File: src/rtl/distram14_buf_pkg.sv
// Shared sizes and FSM state type for the distributed-RAM pre-trigger buffer.
package distram14_buf_pkg;

  localparam int unsigned SAMPLE_W = 14;
  localparam int unsigned ADDR_W   = 5;
  localparam int unsigned DEPTH    = 32;

  typedef enum logic [1:0] {
    FILL  = 2'd0,
    ARMED = 2'd1,
    POST  = 2'd2,
    READ  = 2'd3
  } buf_state_t;

endpackage

File: src/rtl/distram14_ram32.sv
// One 32-deep, 14-bit distributed RAM lane (RAM32M16 shape): port H is the
// write port addressed by wraddr; the read ports A-G share rdaddr and read
// asynchronously. DIH carries no data in this arrangement.
module distram14_ram32
  import distram14_buf_pkg::*;
(
  input  logic                clk_i,
  input  logic                we,
  input  logic [ADDR_W-1:0]   wraddr,
  input  logic [SAMPLE_W-1:0] wdata,
  input  logic [ADDR_W-1:0]   rdaddr,
  output logic [SAMPLE_W-1:0] rdata
);

  logic [SAMPLE_W-1:0] mem [DEPTH];

  // Synchronous write through the ADDRH port.
  // NOTE: no reset on the storage array; distributed RAM has no reset path and
  // the contents are don't-care until written.
  always_ff @(posedge clk_i) begin
    if (we) begin
      mem[wraddr] <= wdata;
    end
  end

  assign rdata = mem[rdaddr];

endmodule

File: src/rtl/distram14_pretrig_buffer.sv
// Circular history buffer: writes samples continuously, freezes a window of
// PRETRIG samples before and POSTTRIG after a trigger, then drains the window
// in time order over a valid/ready stream.
module distram14_pretrig_buffer
  import distram14_buf_pkg::*;
#(
  parameter int unsigned       NSAMP    = 1,
  parameter logic [ADDR_W-1:0] PRETRIG  = 5'd8,
  parameter logic [ADDR_W-1:0] POSTTRIG = 5'd7
) (
  input  logic                      clk_i,
  input  logic                      rst_n_i,
  input  logic [SAMPLE_W*NSAMP-1:0] dat_i,
  input  logic                      trig_i,
  output logic                      armed_o,
  output logic                      busy_o,
  output logic [SAMPLE_W*NSAMP-1:0] dat_o,
  output logic                      valid_o,
  output logic                      last_o,
  input  logic                      ready_i
);

  localparam int unsigned LEN   = 32'(PRETRIG) + 32'(POSTTRIG) + 1;
  localparam logic [5:0]  LEN_C = LEN[5:0];

  if (LEN > DEPTH) begin : g_len_check
    $error("distram14_pretrig_buffer: PRETRIG+POSTTRIG+1 exceeds ring depth");
  end

  buf_state_t                state_q, state_d;
  logic [ADDR_W-1:0]         wraddr, rdaddr, trigaddr, trig_base;
  logic [ADDR_W-1:0]         fill_cnt, post_cnt;
  logic [5:0]                issued;
  logic                      wr_en, fill_done, post_done, rd_load, rd_done;
  logic [SAMPLE_W*NSAMP-1:0] ram_rd;

  assign wr_en     = (state_q != READ);
  assign fill_done = (6'(fill_cnt) + 6'd1 >= 6'(PRETRIG));
  assign post_done = (post_cnt == POSTTRIG - 5'd1);
  assign rd_load   = (state_q == READ) && (!valid_o || ready_i) && (issued < LEN_C);
  assign rd_done   = (state_q == READ) && valid_o && ready_i && last_o;
  // The trigger address is taken live from wraddr on the direct ARMED->READ path.
  assign trig_base = (state_q == ARMED) ? wraddr : trigaddr;

  for (genvar s = 0; s < NSAMP; s++) begin : g_ram
    distram14_ram32 u_ram (
      .clk_i  (clk_i),
      .we     (wr_en),
      .wraddr (wraddr),
      .wdata  (dat_i[s*SAMPLE_W +: SAMPLE_W]),
      .rdaddr (rdaddr),
      .rdata  (ram_rd[s*SAMPLE_W +: SAMPLE_W])
    );
  end

  // State register plus registered status decodes of the upcoming state.
  // NOTE: sequential state uses non-blocking assignments so every register
  // samples pre-edge values regardless of block ordering.
  always_ff @(posedge clk_i) begin
    if (!rst_n_i) begin
      state_q <= FILL;
      armed_o <= 1'b0;
      busy_o  <= 1'b0;
    end else begin
      state_q <= state_d;
      armed_o <= (state_d == ARMED);
      busy_o  <= (state_d == POST) || (state_d == READ);
    end
  end

  // Next-state decode.
  // NOTE: state_d gets a default first so no path through the case infers a latch.
  always_comb begin
    state_d = state_q;
    unique case (state_q)
      FILL:    if (fill_done) state_d = ARMED;
      ARMED:   if (trig_i) state_d = (POSTTRIG == '0) ? READ : POST;
      POST:    if (post_done) state_d = READ;
      READ:    if (rd_done) state_d = FILL;
      default: state_d = FILL;
    endcase
  end

  // Write pointer, phase counters, trigger address and read pointer.
  always_ff @(posedge clk_i) begin
    if (!rst_n_i) begin
      wraddr   <= '0;
      rdaddr   <= '0;
      trigaddr <= '0;
      fill_cnt <= '0;
      post_cnt <= '0;
      issued   <= '0;
    end else begin
      if (wr_en) begin
        wraddr <= wraddr + 5'd1;
      end
      fill_cnt <= (state_q == FILL) ? fill_cnt + 5'd1 : '0;
      post_cnt <= (state_q == POST) ? post_cnt + 5'd1 : '0;
      if (state_q == ARMED && trig_i) begin
        trigaddr <= wraddr;
      end
      if (state_q != READ && state_d == READ) begin
        rdaddr <= trig_base - PRETRIG;
        issued <= '0;
      end else if (rd_load) begin
        rdaddr <= rdaddr + 5'd1;
        issued <= issued + 6'd1;
      end
    end
  end

  // Registered readout stage with backpressure hold.
  always_ff @(posedge clk_i) begin
    if (!rst_n_i) begin
      dat_o   <= '0;
      valid_o <= 1'b0;
      last_o  <= 1'b0;
    end else if (rd_load) begin
      dat_o   <= ram_rd;
      valid_o <= 1'b1;
      last_o  <= (issued == LEN_C - 6'd1);
    end else if (state_q == READ && ready_i) begin
      valid_o <= 1'b0;
      last_o  <= 1'b0;
    end
  end

endmodule

File: config.mk
export PLATFORM = sky130hd
export DESIGN_NAME = distram14_pretrig_buffer
export DESIGN_NICKNAME = d
export VERILOG_FILES = /design/src/rtl/distram14_buf_pkg.sv /design/src/rtl/distram14_ram32.sv /design/src/rtl/distram14_pretrig_buffer.sv
export SDC_FILE = /design/constraint.sdc
export NUM_CORES = 1
export LEC_CHECK = 0
export CAP_MARGIN = 20
export CORE_UTILIZATION = 47
export CTS_CLUSTER_DIAMETER = 60
export DETAILED_ROUTE_END_ITERATION = 16
export SYNTH_ARGS = -nofsm -noshare
export SYNTH_HDL_FRONTEND = slang
export SYNTH_SLANG_ARGS = --single-unit
File: constraint.sdc
create_clock -name clk_i -period 5.6 [get_ports clk_i]
set_clock_uncertainty 0.15 [all_clocks]
set_input_delay 1.12 -clock clk_i [delete_from_list [all_inputs] [get_ports clk_i]]
set_output_delay 1.12 -clock clk_i [all_outputs]
set_load 0.01 [all_outputs]
# Word-level counts from Yosys, hierarchy flattened
# Memory sizes are Yosys's and may differ from the RTL's. A register that Yosys moved wholly into a read port is not among the register bits.
# Cells that the tools add are included.
# classes
shift	0
n_lt_le_gt_ge	2
n_bitwise	1
n_addsub	7
multipliers	0
n_eq_ne	9
div_mod_pow	0
reduce_logical	18
muxes	13
# ops
operator	count
adder 5 x 1 -> 5 bit (second input constant)	4
2-to-1 mux 5 bit	3
equality test 2 bit (second input constant)	4
logical AND 1 bit	8
2-to-1 mux 2 bit	4
case mux 2 bit (4 select lines)	1
adder 5 x 1 -> 6 bit (second input constant)	1
adder 6 x 1 -> 6 bit (second input constant)	1
equality test 6 x 4 -> 1 bit (second input constant)	1
>= comparator 6 x 4 -> 1 bit (second input constant)	1
< comparator 6 x 5 -> 1 bit (second input constant)	1
equality test 5 x 3 -> 1 bit (second input constant)	1
2-to-1 mux 1 bit	5
subtractor 5 x 4 -> 5 bit (second input constant)	1
equality test 2 x 1 -> 1 bit (second input constant)	2
AND reduction 2 bit	2
nonzero test 2 bit	2
logical NOT 1 bit	2
logical NOT 2 bit	1
logical OR 1 bit	2
!= test 2 bit (second input constant)	1
OR reduction 2 bit	1
inverter 1 bit	1
# totals
out_inout_bits	18
regBits	37
in_bits	18
mem_count	1
mem_bits_ro	0
mem_bits_rw	448
latch_bits	0
# memory_table
memory	depth	word_bits	read_ports	rd_clocked_by_memory_dff	write_ports	line_no	source
g_ram[0].u_ram.mem	32	14	1	1	1	distram14_ram32.sv:15	logic [SAMPLE_W-1:0] mem [DEPTH];

# Depth between registers and ports, before layout
# depth
ltp_word	9
depth_mapped	9
ltp_nobuf	7

# Modules after synthesis
# Synthesis repeated with hierarchy kept, for this count alone.
# hier_totals
cells_unflattened	1215
hier_area_um2	19831.5
# by_module_without_submodules
mod	seq_area_each_um2	area_per_inst_um2	cells_each	n_inst
distram14_ram32	13452.9	17730.8	992	1
distram14_pretrig_buffer	1001.0	2100.8	223	1

# Least setup slack after synthesis
# No wires, ideal clock.
# synth_timing
path_kind	register to register
start	register, netlist name busy_o
end	memory g_ram[0].u_ram.mem[3][0] (enable)
path_slack_ps	2914
path_buffers	1
t_required_ps	5047
stages_incl_launch_ff	6
synth_period_minus_slack_ps	2686
arrival_ps	2134
setup_time_ps	403
cell_sequence	dfxtp_1 > buf_2 > nand2_1 > nand2_1 > or2_2 > nor3_1
# synth_rtl
item	line_no
end, declared	distram14_ram32.sv:15

==> summary.txt <==
GRT
  • Vias in the first global route: 9,689
  • Met3 Usage GRT: 0.0273
  • Met2 Usage GRT: 0.328
  • Global Route Usage Sum: 0.211
  • Largest net degree at the start of global routing: 49
  • Overflow after GRT: 0
  • Global route hottest layer: met2
  • First-pass GRT wire length: 63,200 microns
  • Routing usage on met1: 0.308
  • Antenna violations before repair: 0

Worst hold path
  • HP Class: reg2reg
  • Worst Hold Launch: issued[5]

Detailed routing
  • Final wirelength: 42,700 microns
  • Via Count: 9,552
  • ANT nets after route: 0
  • Per-cell routed wire length: 25.9 microns
  • Pre-antenna DRT Iters: 4
  • Drt via density: 5.79
  • Initial drt markers: 677
  • Residual DRC: 0

Synth
  • Most frequent cell after synthesis: edfxtp_1
  • Syn_nets: 1,030
  • Yosys top cell by area: edfxtp_1
  • List of most frequent post-synthesis cells: 448 x edfxtp_1, 84 x mux4_2, 65 x mux2i_1
  • Post-synth EDFFs: 448
  • Seq/Total Area, Yosys: 0.750
  • Ys flop type: edfxtp_1
  • Synth warn: 0
  • Synth area leaders: edfxtp_1 70%, mux4_2 9.8%, dfxtp_1 5.2%, mux2i_1 3.4%, a22o_1 1.2%
  • Post-synth cell types: 45
  • Synthesized area: 19,300 sq um
  • Ys async rst share: 0
  • Synth top area share: 0.698
  • Avg Cell Area, Syn: slightly below 20 sq um
  • Post-Synthesis Cells: between 1,000 and 1,500
  • Yosys reg bits: about 500

Setup path
  • Crit end category: register
  • CP startpoint kind: register
  • Max stage delay on crit path: ~0.85 ns
  • R2r endpoint: dat_o[0]
  • Top Family by Delay on Critical Path: flip-flops
  • Worst R2R Setup Slack: 2.48 ns
  • Critical Path Fanout Max: 34
  • WS Path Type: reg2reg
  • CP arrival: around 3.4 ns
  • Critical-path top delay cell: dfxtp_4
  • CP bufs+invs: 1
  • Stages on worst setup path: 5
  • CP Launch Point: rdaddr[0]
  • R2R cell count: 5
  • Required time worst endpoint: 5.91 ns
  • Crit-path cells: buf_4, mux4_2, a22oi_1, a21oi_1, a22o_1
  • Critical path endpoint: dat_o[0]
  • Reg2reg start: rdaddr[0]

Clock network
  • CTS root buffer: clkbuf_16
  • CTS Buf Count: 50
  • CTS tree: done
  • PostCTS Resize Cnt: 0
  • TritonCTS Sinks: approximately 500
  • Post-CTS Setup Inserts: 0
  • Worst skew pair latency: around 0.58 ns
  • Clk pin slew, worst setup/hold paths: 0.06 ns
  • Clock Tree Buf Depth: 3
  • H-tree Lvls: 2
  • Hold Buf Count CTS: 0

Floorplan
  • Io pins: 36
  • Initial Util: 0.480
  • # rows: between 70 and 80
  • Die X: 204 microns
  • Core area: between 40,000 and 50,000 sq um
  • Total die area: between 40,000 and 50,000 sq um
  • Die height: 204 microns

Place
  • Port buffer count: 35
  • RePlAce Congestion: 0.765
  • Placed cell count: 1,554
  • Dpl hpwl: 24,900 microns

STA
  • Hold Fails Final Rpt: 0
  • Peak Freq: 320 MHz
  • Final setup fails: 0
  • Unrepaired setup endpoints after global routing: false
  • Period utilization: 0.558
  • Worst-margin pin slew: 1.06 ns
  • Minimum clock period: 3.12 ns
  • Slew headroom: 0.291
  • Setup_tns: 0 ns
  • Slew Limit Fails: 0

Finish
  • Fill count: 3,075
  • Synthesis-to-finish area growth: 14.8%
  • # diodes: 0
  • Share of layout cells above drive strength 1: 0.213
  • Layout Cells excl Fill: between 1,500 and 2,000
  • Final #Nets: 1,111

Pwr
  • Cell area power density: 343 nW/um^2
  • Peak supply drop: 209 uV
  • Lkg Pwr: slightly below 7 nW

Run
  • Max_cap viols: 0

Run status
  • Status: complete, no violations
==> sequential cells by signal, summed over array words and instances, names as in the netlist <==
| name | cells |
|---|---|
| g_ram.u_ram.mem | 448 |
| dat_o | 14 |
| issued | 6 |
| fill_cnt | 5 |
| post_cnt | 5 |
| rdaddr | 5 |
| trigaddr | 5 |
| wraddr | 5 |
| armed_o | 1 |
| busy_o | 1 |
| last_o | 1 |
| state_q | 1 |
| valid_o | 1 |
==> tightest hold or removal path, cell delays in order, from the launching register on <==
cell and delay, ns:
dfxtp_1 0.31, inv_1 0.05, nor2_1 0.04
==> metrics by stage <==
step	worst slack, ns	hold slack (ns)	power (W)	util	area [sq um]
global route	2.29	0.308	0.00781	0.552	22100
detailed placement	2.15	0.270	0.00443	0.511	20500
CTS	2.42	0.287	0.00767	0.551	22100
global placement	2.15	0.264	0.00442	0.508	20400
finish	2.48	0.281	0.00759	0.552	22100
floorplan	2.91	0.254	0.00429	-	19300
==> where the power goes <==
group          switching [W]  internal, W
clock network        0.00133      0.00191
logic               0.000160    0.0000795
registers          0.0000190      0.00410
==> placed cells by master (no fill, tap or decap), types with 15 or more instances in the layout <==
cell,Yosys,final
mux4_2,84,84
clkbuf_16,0,53
dfxtp_1,50,47
nor2_1,56,47
a22o_1,27,27
mux2i_1,65,65
buf_4,8,41
nand3_1,15,15
a21oi_1,47,47
clkbuf_1,21,21
clkdlybuf4s50_1,0,35
edfxtp_1,448,448
==> metal layers <==
layer	vias up	wire length, microns
met3	54	1900
met1	5006	19600
met5	-	0
met2	232	20100
li1	4260	-
met4	0	1070
==> cells by family after synthesis <==
family	share of synthesized area
flip-flops	0.750
multiplexers	0.133
AO/OA/AOI/OAI	0.0549
AND/OR/NAND/NOR	0.0293
buffers and inverters	0.0186
XOR/XNOR	0.00773
adder cells (fa/ha/maj)	0.00650
==> final cells by class <==
class | count | area (sq um) | area share
Clock buffer | 77 | 1450 | 0.0654
Timing Repair Buffer | 84 | 817 | 0.0369
Tap cell | 525 | 657 | 0.0297
Sequential cell | 498 | 14500 | 0.654
Inverter | 11 | 41.3 | 0.00187
Clock inverter | 16 | 146 | 0.00662
Multi-Input combinational cell | 438 | 4550 | 0.206
==> worst min path at each step <==
stage / cells past startpoint / slack, ns / end
2_1_floorplan: 2 / 0.25 / issued[5]
5_1_grt: 2 / 0.31 / issued[5]
3_3_place_gp: 2 / 0.26 / issued[5]
3_5_place_dp: 2 / 0.27 / issued[5]
4_1_cts: 2 / 0.29 / issued[5]
6_report: 2 / 0.28 / issued[5]
(Power assumes the default switching activity.)
